$ cat src/rtl/evg_arb_pkg.sv
// Shared constants, types and helpers for the EVG event-code arbiter.
package evg_arb_pkg;

  localparam logic [7:0] EV_CODE_NULL = 8'h00;
  localparam logic [7:0] EV_CODE_TOD0 = 8'h70;
  localparam logic [7:0] EV_CODE_TOD1 = 8'h71;

  // Requester index width; fixed at 3 bits so evCodeSrc covers up to 8 requesters.
  localparam int IDX_W = 3;

  typedef logic [7:0] evCode_t;

  // Null and time-of-day codes are owned by other parts of the stream and never arbitrated.
  function automatic logic isReservedCode(input evCode_t code);
    return (code == EV_CODE_NULL) || (code == EV_CODE_TOD0) || (code == EV_CODE_TOD1);
  endfunction

endpackage

$ cat src/rtl/evg_rr_arbiter.sv
// Combinational strict-priority + round-robin arbiter for up to 8 requesters.
module evg_rr_arbiter
  import evg_arb_pkg::*;
#(
  parameter int           N             = 4,
  parameter logic [N-1:0] PRIORITY_MASK = '0
) (
  input  logic [N-1:0]     reqMask,
  input  logic [IDX_W-1:0] ptr,
  output logic [N-1:0]     grantOneHot,
  output logic [IDX_W-1:0] grantIdx,
  output logic             grantAny
);

  logic [N-1:0] prioReq;
  logic [N-1:0] rrReq;

  assign prioReq = reqMask & PRIORITY_MASK;
  assign rrReq   = reqMask & ~PRIORITY_MASK;

  function automatic int wrapIdx(input logic [IDX_W-1:0] base, input int k);
    return (int'(base) + k) % N;
  endfunction

  // Priority requesters win by lowest index; otherwise first non-priority request at/after ptr.
  always_comb begin
    grantOneHot = '0;
    grantIdx    = '0;
    grantAny    = 1'b0;
    for (int i = 0; i < N; i++) begin
      if (prioReq[i] && !grantAny) begin
        grantAny       = 1'b1;
        grantIdx       = IDX_W'(i);
        grantOneHot[i] = 1'b1;
      end
    end
    for (int k = 0; k < N; k++) begin
      if (!grantAny && rrReq[wrapIdx(ptr, k)]) begin
        grantAny                     = 1'b1;
        grantIdx                     = IDX_W'(wrapIdx(ptr, k));
        grantOneHot[wrapIdx(ptr, k)] = 1'b1;
      end
    end
  end

endmodule

$ cat src/rtl/evg_event_arbiter.sv
// Shares the EVG event-code slot among requesters: holds one pending code per
// requester, drops reserved codes, grants one code per free slot, counts overruns.
module evg_event_arbiter
  import evg_arb_pkg::*;
#(
  parameter int                 N_REQ         = 4,
  parameter logic [N_REQ-1:0]   PRIORITY_MASK = 4'b0001,
  parameter int                 CNT_WIDTH     = 16
) (
  input  logic                       evgTxClk,
  input  logic                       evgTxRst_n,
  input  logic                       enable,
  input  logic                       clearCounts,
  input  logic [N_REQ-1:0]           reqStrobe,
  input  logic [8*N_REQ-1:0]         reqCode,
  input  logic                       slotAvail,
  output logic [7:0]                 evCode,
  output logic                       evCodeValid,
  output logic [IDX_W-1:0]           evCodeSrc,
  output logic [N_REQ-1:0]           pendingMask,
  output logic [N_REQ-1:0]           rejectStrobe,
  output logic [CNT_WIDTH*N_REQ-1:0] overrunCount
);

  evCode_t                codeReg [N_REQ];
  logic [CNT_WIDTH-1:0]   cntReg  [N_REQ];
  logic [IDX_W-1:0]       rrPtr;
  logic [IDX_W-1:0]       rrNext;
  logic [IDX_W:0]         ptrInc;

  logic [N_REQ-1:0]       grantOneHot;
  logic [IDX_W-1:0]       grantIdx;
  logic                   grantAny;
  logic                   grantFire;
  logic                   grantIsPrio;
  logic [N_REQ-1:0]       grantHit;
  evCode_t                grantCode;

  logic [N_REQ-1:0]       reqReserved;
  logic [N_REQ-1:0]       reqLatch;
  logic [N_REQ-1:0]       reqOverrun;

  evg_rr_arbiter #(
    .N             (N_REQ),
    .PRIORITY_MASK (PRIORITY_MASK)
  ) u_rrArbiter (
    .reqMask     (pendingMask),
    .ptr         (rrPtr),
    .grantOneHot (grantOneHot),
    .grantIdx    (grantIdx),
    .grantAny    (grantAny)
  );

  assign grantFire   = enable & slotAvail & grantAny;
  assign grantHit    = grantOneHot & {N_REQ{grantFire}};
  assign grantIsPrio = |(grantOneHot & PRIORITY_MASK);
  assign ptrInc      = {1'b0, grantIdx} + 1'b1;
  assign rrNext      = (ptrInc >= (IDX_W+1)'(N_REQ)) ? '0 : ptrInc[IDX_W-1:0];

  // Classify each request and select the granted code; a granted slot may re-latch in the same cycle.
  always_comb begin
    reqReserved = '0;
    reqLatch    = '0;
    reqOverrun  = '0;
    grantCode   = '0;
    for (int i = 0; i < N_REQ; i++) begin
      if (reqStrobe[i]) begin
        if (isReservedCode(reqCode[8*i +: 8])) begin
          reqReserved[i] = 1'b1;
        end else if (!pendingMask[i] || grantHit[i]) begin
          reqLatch[i] = 1'b1;
        end else begin
          reqOverrun[i] = 1'b1;
        end
      end
      grantCode = grantCode | (codeReg[i] & {8{grantHit[i]}});
    end
  end

  // Pending flags and held codes.
  always_ff @(posedge evgTxClk or negedge evgTxRst_n) begin
    if (!evgTxRst_n) begin
      pendingMask <= '0;
      for (int i = 0; i < N_REQ; i++) codeReg[i] <= '0;
    end else begin
      for (int i = 0; i < N_REQ; i++) begin
        if (reqLatch[i]) begin
          pendingMask[i] <= 1'b1;
          codeReg[i]     <= reqCode[8*i +: 8];
        end else if (grantHit[i]) begin
          pendingMask[i] <= 1'b0;
        end
      end
    end
  end

  // Saturating overrun counters; a clear pulse overrides a coincident overrun.
  always_ff @(posedge evgTxClk or negedge evgTxRst_n) begin
    if (!evgTxRst_n) begin
      for (int i = 0; i < N_REQ; i++) cntReg[i] <= '0;
    end else begin
      for (int i = 0; i < N_REQ; i++) begin
        if (clearCounts) begin
          cntReg[i] <= '0;
        end else if (reqOverrun[i] && (cntReg[i] != '1)) begin
          cntReg[i] <= cntReg[i] + 1'b1;
        end
      end
    end
  end

  // Registered grant/reject outputs; round-robin pointer only advances on non-priority grants.
  always_ff @(posedge evgTxClk or negedge evgTxRst_n) begin
    if (!evgTxRst_n) begin
      evCode       <= '0;
      evCodeValid  <= 1'b0;
      evCodeSrc    <= '0;
      rejectStrobe <= '0;
      rrPtr        <= '0;
    end else begin
      evCodeValid  <= grantFire;
      evCode       <= grantFire ? grantCode : '0;
      evCodeSrc    <= grantFire ? grantIdx : '0;
      rejectStrobe <= reqReserved;
      if (grantFire && !grantIsPrio) rrPtr <= rrNext;
    end
  end

  for (genvar g = 0; g < N_REQ; g++) begin : g_cntOut
    assign overrunCount[CNT_WIDTH*g +: CNT_WIDTH] = cntReg[g];
  end

endmodule

$ cat config.mk
export PLATFORM = sky130hd
export DESIGN_NAME = evg_event_arbiter
export DESIGN_NICKNAME = d
export VERILOG_FILES = /design/src/rtl/evg_arb_pkg.sv /design/src/rtl/evg_rr_arbiter.sv /design/src/rtl/evg_event_arbiter.sv
export SDC_FILE = /design/constraint.sdc
export NUM_CORES = 1
export LEC_CHECK = 0
export CAP_MARGIN = 20
export CORE_MARGIN = 4
export CORE_UTILIZATION = 50
export DETAILED_ROUTE_END_ITERATION = 8
export HOLD_SLACK_MARGIN = 0.05
export MAX_ROUTING_LAYER = met4
export PLACE_DENSITY = 0.87
export SLEW_MARGIN = 10
export SYNTH_ARGS = -nofsm -noshare
export SYNTH_HDL_FRONTEND = slang
export SYNTH_HIERARCHICAL = 1
export SYNTH_SLANG_ARGS = --single-unit
$ cat constraint.sdc
create_clock -name evgTxClk -period 6.01 [get_ports evgTxClk]
set_input_delay 1.803 -clock evgTxClk [delete_from_list [all_inputs] [get_ports evgTxClk]]
set_output_delay 1.803 -clock evgTxClk [all_outputs]
set_load 0.02 [all_outputs]
==> flow_summary.ini, run 1 <==
[run_status]
outcome = finished clean

[final_layout]
num-fill-cells = 991
layout.nets = 825
drive_above_1_share_pct = 13.6
multi_input_area_um2 = 3260
area_growth_pct = 29.5
final_util_pct = 66.5
seqCellArea_um2 = 2950
antennaDiodeCount = 0

[critical_path]
critPathLaunchType = register
crit_buf_inv = 1
slowest_delay_ps = 670
cp_common_cell = and3_1
crit_type = register to register
critical-path-top-delay-family = simple AND/OR/NAND/NOR gates
worst-r2r-setup-slack_ps = 1910
slowest_stage = dfrtp_1
crit_required_ps = 6340
path_cells = inv_1 > ha_1 > and3_1 > o41a_1 > o21ai_2 > and2_1 > a211o_1 > nand4_1 > and3_1 > nand2_1 > or4_1 > a21oi_1
critPathArrivalTime_ps = 4430
critPathMaxFanout = 16
critPathCaptureType = register

[floorplanning]
die_x_um = 122
core-area_um2 = 12700
initial_core_util_pct = 51.3
die-area_um2 = 14900
io_pins = 125
num_rows = 41
die_height_um = 122

[placement]
io_buffers = 124
dp_hpwl_um = 12400
gp_congestion = 0.893

[global_routing]
grt_pass1_vias = 5775
grt_pass1_wl_um = 28700
antenna_found_initial = 0
grt_max_degree = 73
grt.overflow.total = 0
grt_usage_pct = 25.0

[yosys]
syn_area_um2 = 6500
syn_inst = 658
postSynthAreaPerCell_um2 = 9.88
synth_nets = 708
ys_warn_count = 6

[sta]
clock.fmax_mhz = 244
rsz0062_at_grt = false
finalSetupTns_ps = 0
hold_violations = 0
maxSlewHeadroom_pct = 38.9
final_max_slew_viol_count = 0
setup_viol = 0
tightest_slew_ps = 916
finClkSkew_ps = 5.15
finalCriticalPeriod_ps = 4100
min_period_over_period_pct = 68.2

[detailed_routing]
vias_per_cell = 6.20
postRouteWirelength_um = 17600
ant_nets = 0
vias = 5952
drtPass1Iterations = 6
wl_per_cell_um = 18.3
drcViolationCount = 0
drt-initial-drc-count = 587

[run]
maxCapViolCount = 0

[clocking]
tritoncts = yes
clk_latency_ps = 420
cts_root_buffer = clkbuf_16
clkTransAtPathRegs_ps = 50
cts_setup_buffers = 0
clockBufferDepth = 2
cts_hold_buf = 0
cts_sinks = 118
cts_resized = 0
htreeDepth = 4
numCtsBuffers = 17

[power_and_ir_drop]
power.density_nw_per_um2 = 302
irDropWorstVdd_uv = 201
leakage_nw = 3.30

[hold_path]
min_path_type = register to register
## power by group
group	internal [mW]	switching, mW	leakage, nW
Sequential	0.903	0.103	1.56
Clock	0.746	0.349	0.316
Combinational	0.215	0.231	1.42
Total	1.86	0.683	3.30
## path summary, 6_finish.rpt
path	startpoint	endpoint	cells past startpoint
setup / recovery	rrPtr[1]	overrunCount[20]	12
setup reg to reg	rrPtr[1]	overrunCount[20]	12
min in group asynchronous	evgTxRst_n	overrunCount[16]	1
hold reg to reg	codeReg[28]	codeReg[28]	1
hold / removal	codeReg[28]	codeReg[28]	1
max in group asynchronous	evgTxRst_n	overrunCount[41]	2
## sequential cells by signal (all words and copies together), names as in the netlist
name and flops:
rrPtr 2, pendingMask 4, evCodeSrc 3, evCode 8, overrunCount 64, rejectStrobe 4
evCodeValid 1, codeReg 32
## layout make-up
cell class,instances,share of cell area (%)
Clock inverter,8,1.69
Timing Repair Buffer,129,15.1
Tap cell,172,2.55
Clock buffer,24,5.96
Inverter,21,0.966
Multi-Input combinational cell,488,38.7
Sequential cell,118,35.1
## per-layer routing
metal / wire (um) / global-route usage (%) / part of all wire [%] / vias to the layer above
li1: - / - / - / 2741
met1: 7340 / 32.2 / 42 / 2931
met2: 8790 / 39.5 / 50 / 251
met3: 1140 / 5.62 / 6.5 / 29
met4: 313 / 8.26 / 1.8 / 0
met5: 0 / - / 0 / -
## layout by cell type (no fill, tap or decap), types with 7 or more instances in the layout
master / n
nor3_1: 8
or4_1: 27
o31ai_1: 27
nand3_1: 25
a21oi_1: 59
inv_1: 20
and3_1: 19
nor2_1: 30
clkbuf_16: 17
dfrtp_1: 118
nand4_1: 19
and2_1: 7
and4_1: 7
nor4_1: 11
ha_1: 9
clkdlybuf4s50_1: 122
mux2_2: 38
a22oi_1: 17
o21ai_0: 32
or3_1: 15
nand2_1: 50
## per-stage QoR
stage                     power (mW)  cell area [um2]  cells  hold WS, ps  setup WS, ps
final                           2.55             8420    960          510          1910
after global routing            2.65             8420    960          519          1630
after CTS                       2.56             8420    959          512          1990
after detailed placement        1.45             7770    927          499          1990
after global placement          1.43             7770    926          493          2100
after floorplan                 1.30             6500    658          480          2740
Power figures use the tool's default switching activity.
==> run 2: changes to the inputs <==
CORE_UTILIZATION = 48   (was 50)
PLACE_DENSITY = 0.88   (was 0.87)
clock period = 3.6 ns   (was 6.01 ns; I/O delays follow)
==> run 2 against run 1 <==
Combinational power grew 80%. Flip-flop and latch count stayed put. Register-to-register slack worse by 1600 ps. Critical endpoint unchanged. Critical path type unchanged.
==> flow_summary.ini, run 2 (same netlist as run 1, synthesis figures left out) <==
[detailed_routing]
postRouteWirelength_um = 17200
vias_per_cell = 6.09
drtPass1Iterations = 5
wl_per_cell_um = 17.7
ant_nets = 0
drcViolationCount = 0
drt-initial-drc-count = 614
vias = 5935

[hold_path]
hp-start = codeReg[25]
hold-path-endpoint = codeReg[25]
min_path_type = register to register
whs_path_depth = 1

[placement]
gp_congestion = 0.973
dp_hpwl_um = 12000
io_buffers = 124

[power_and_ir_drop]
power.density_nw_per_um2 = 470
irDropWorstVdd_uv = 356
leakage_nw = 3.31
power.total_mw = 3.96

[final_layout]
drive_above_1_share_pct = 14.7
largest_reg_flops = 64
num-fill-cells = 1075
layout.nets = 839
final_common_cell = clkdlybuf4s50_1
final_cell_mix = clkdlybuf4s50_1, dfrtp_1, a21oi_1
antennaDiodeCount = 0
area_growth_pct = 29.5

[sta]
clock.fmax_mhz = 305
setup_viol = 0
maxSlewHeadroom_pct = 41.3
hold_violations = 0
rsz0062_at_grt = false
finalSetupTns_ps = 0
tightest_slew_ps = 877
final_max_slew_viol_count = 0
finClkSkew_ps = 10.8
finalCriticalPeriod_ps = 3280
min_period_over_period_pct = 91.0

[clocking]
clk_latency_ps = 420
clockBufferDepth = 2
cts_sinks = 118
tritoncts = yes
clkTransAtPathRegs_ps = 50
cts_root_buffer = clkbuf_16
cts_setup_buffers = 0
numCtsBuffers = 17
htreeDepth = 4

[global_routing]
grt_usage_pct = 23.1
grt_pass1_wl_um = 28900
grt.overflow.total = 0
grt_pass1_vias = 5785
grt_max_degree = 56
antenna_found_initial = 0

[critical_path]
critPathCaptureType = register
crit_type = register to register
critPathArrivalTime_ps = 3610
crit_required_ps = 3930
critPathLaunchType = register
critPathMaxFanout = 16
reg2reg_depth = 12
worst-r2r-setup-slack_ps = 320
r2r_end = overrunCount[20]
worstReg2RegStart = rrPtr[0]

[run]
maxCapViolCount = 0

[floorplanning]
initial_core_util_pct = 49.1
die_height_um = 124
num_rows = 42
io_pins = 125
core-area_um2 = 13200
die-area_um2 = 15500
die_x_um = 124

[run_status]
outcome = finished clean
## run 2: cell count changes in the layout (fill, tap and decap cells not counted), sizes merged
cell / change
clkinvlp: -1
bufinv: -3
clkinv: +2
buf: +14
clkbuf: -2
## run 2: metrics by stage
| stage | cell area (um2) | setup WS (ps) | instances | util [%] | hold WS, ps |
|---|---|---|---|---|---|
| after floorplan | 6500 | 331 | 658 | - | 480 |
| after global placement | 7900 | 381 | 946 | 59.7 | 489 |
| after detailed placement | 7900 | 278 | 946 | 59.7 | 494 |
| after CTS | 8420 | 249 | 974 | 63.6 | 510 |
| after global routing | 8430 | 57.8 | 974 | 63.6 | 523 |
| final | 8430 | 324 | 974 | 63.6 | 508 |
## run 2: how the worst max path moves through the flow
stage | start | to | slack [ps] | cells after the start
6_report | rrPtr[0] | overrunCount[20] | 320 | 12
5_1_grt | rrPtr[0] | overrunCount[20] | 60 | 12
4_1_cts | rrPtr[0] | overrunCount[20] | 250 | 12
3_5_place_dp | rrPtr[0] | overrunCount[23] | 280 | 12
3_3_place_gp | reqCode[25] | codeReg[5] | 380 | 5
2_1_floorplan | rrPtr[0] | overrunCount[62] | 330 | 16
## run 2: layer usage
layer / vias to the layer above / track usage (%) / wire (um)
met2: 234 / 35.8 / 8450
met4: 0 / 7.99 / 297
met3: 32 / 6.82 / 1150
li1: 2777 / - / -
met5: - / - / 0
met1: 2892 / 29.2 / 7350
## run 2: repair_timing
action / in CTS / in global routing
endpoints found under the setup margin: 0 / 4
gates resized for setup: 0 / 1
hold buffers: 0 / 0
## run 2: layout make-up
| class | instances | area [um2] | area share [%] |
|---|---|---|---|
| multi-input cells | 488 | 3260 | 38.7 |
| well taps | 176 | 220 | 2.61 |
| inverters | 21 | 81.3 | 0.965 |
| flip-flops and latches | 118 | 2950 | 35.0 |
| repair buffers | 143 | 1390 | 16.5 |
| clock inverters | 6 | 55.1 | 0.653 |
| clock buffers | 22 | 464 | 5.51 |
## run 2: critical path: stages, from the launching register on
cell and delay (ps):
dfrtp_1 390, inv_4 70, ha_1 490, nand2b_1 210, a31o_2 180, nor2_1 60, a22o_1 200, a211o_1 280
nand4_1 120, and3_1 280, nand2_2 210, or4_1 540, a21oi_1 160
## run 2: power breakdown
part	internal, mW	total, mW	leakage [nW]	switching [mW]
clock network	0.960	1.52	0.261	0.560
logic	0.381	0.803	1.50	0.422
registers	1.51	1.63	1.56	0.127
total	2.85	3.96	3.31	1.11
==> run 3: changes to the inputs <==
SLEW_MARGIN = not set   (was 10)
==> results of run 3 <==
No change in the layout: final DEF, timing and power equal those of run 2.
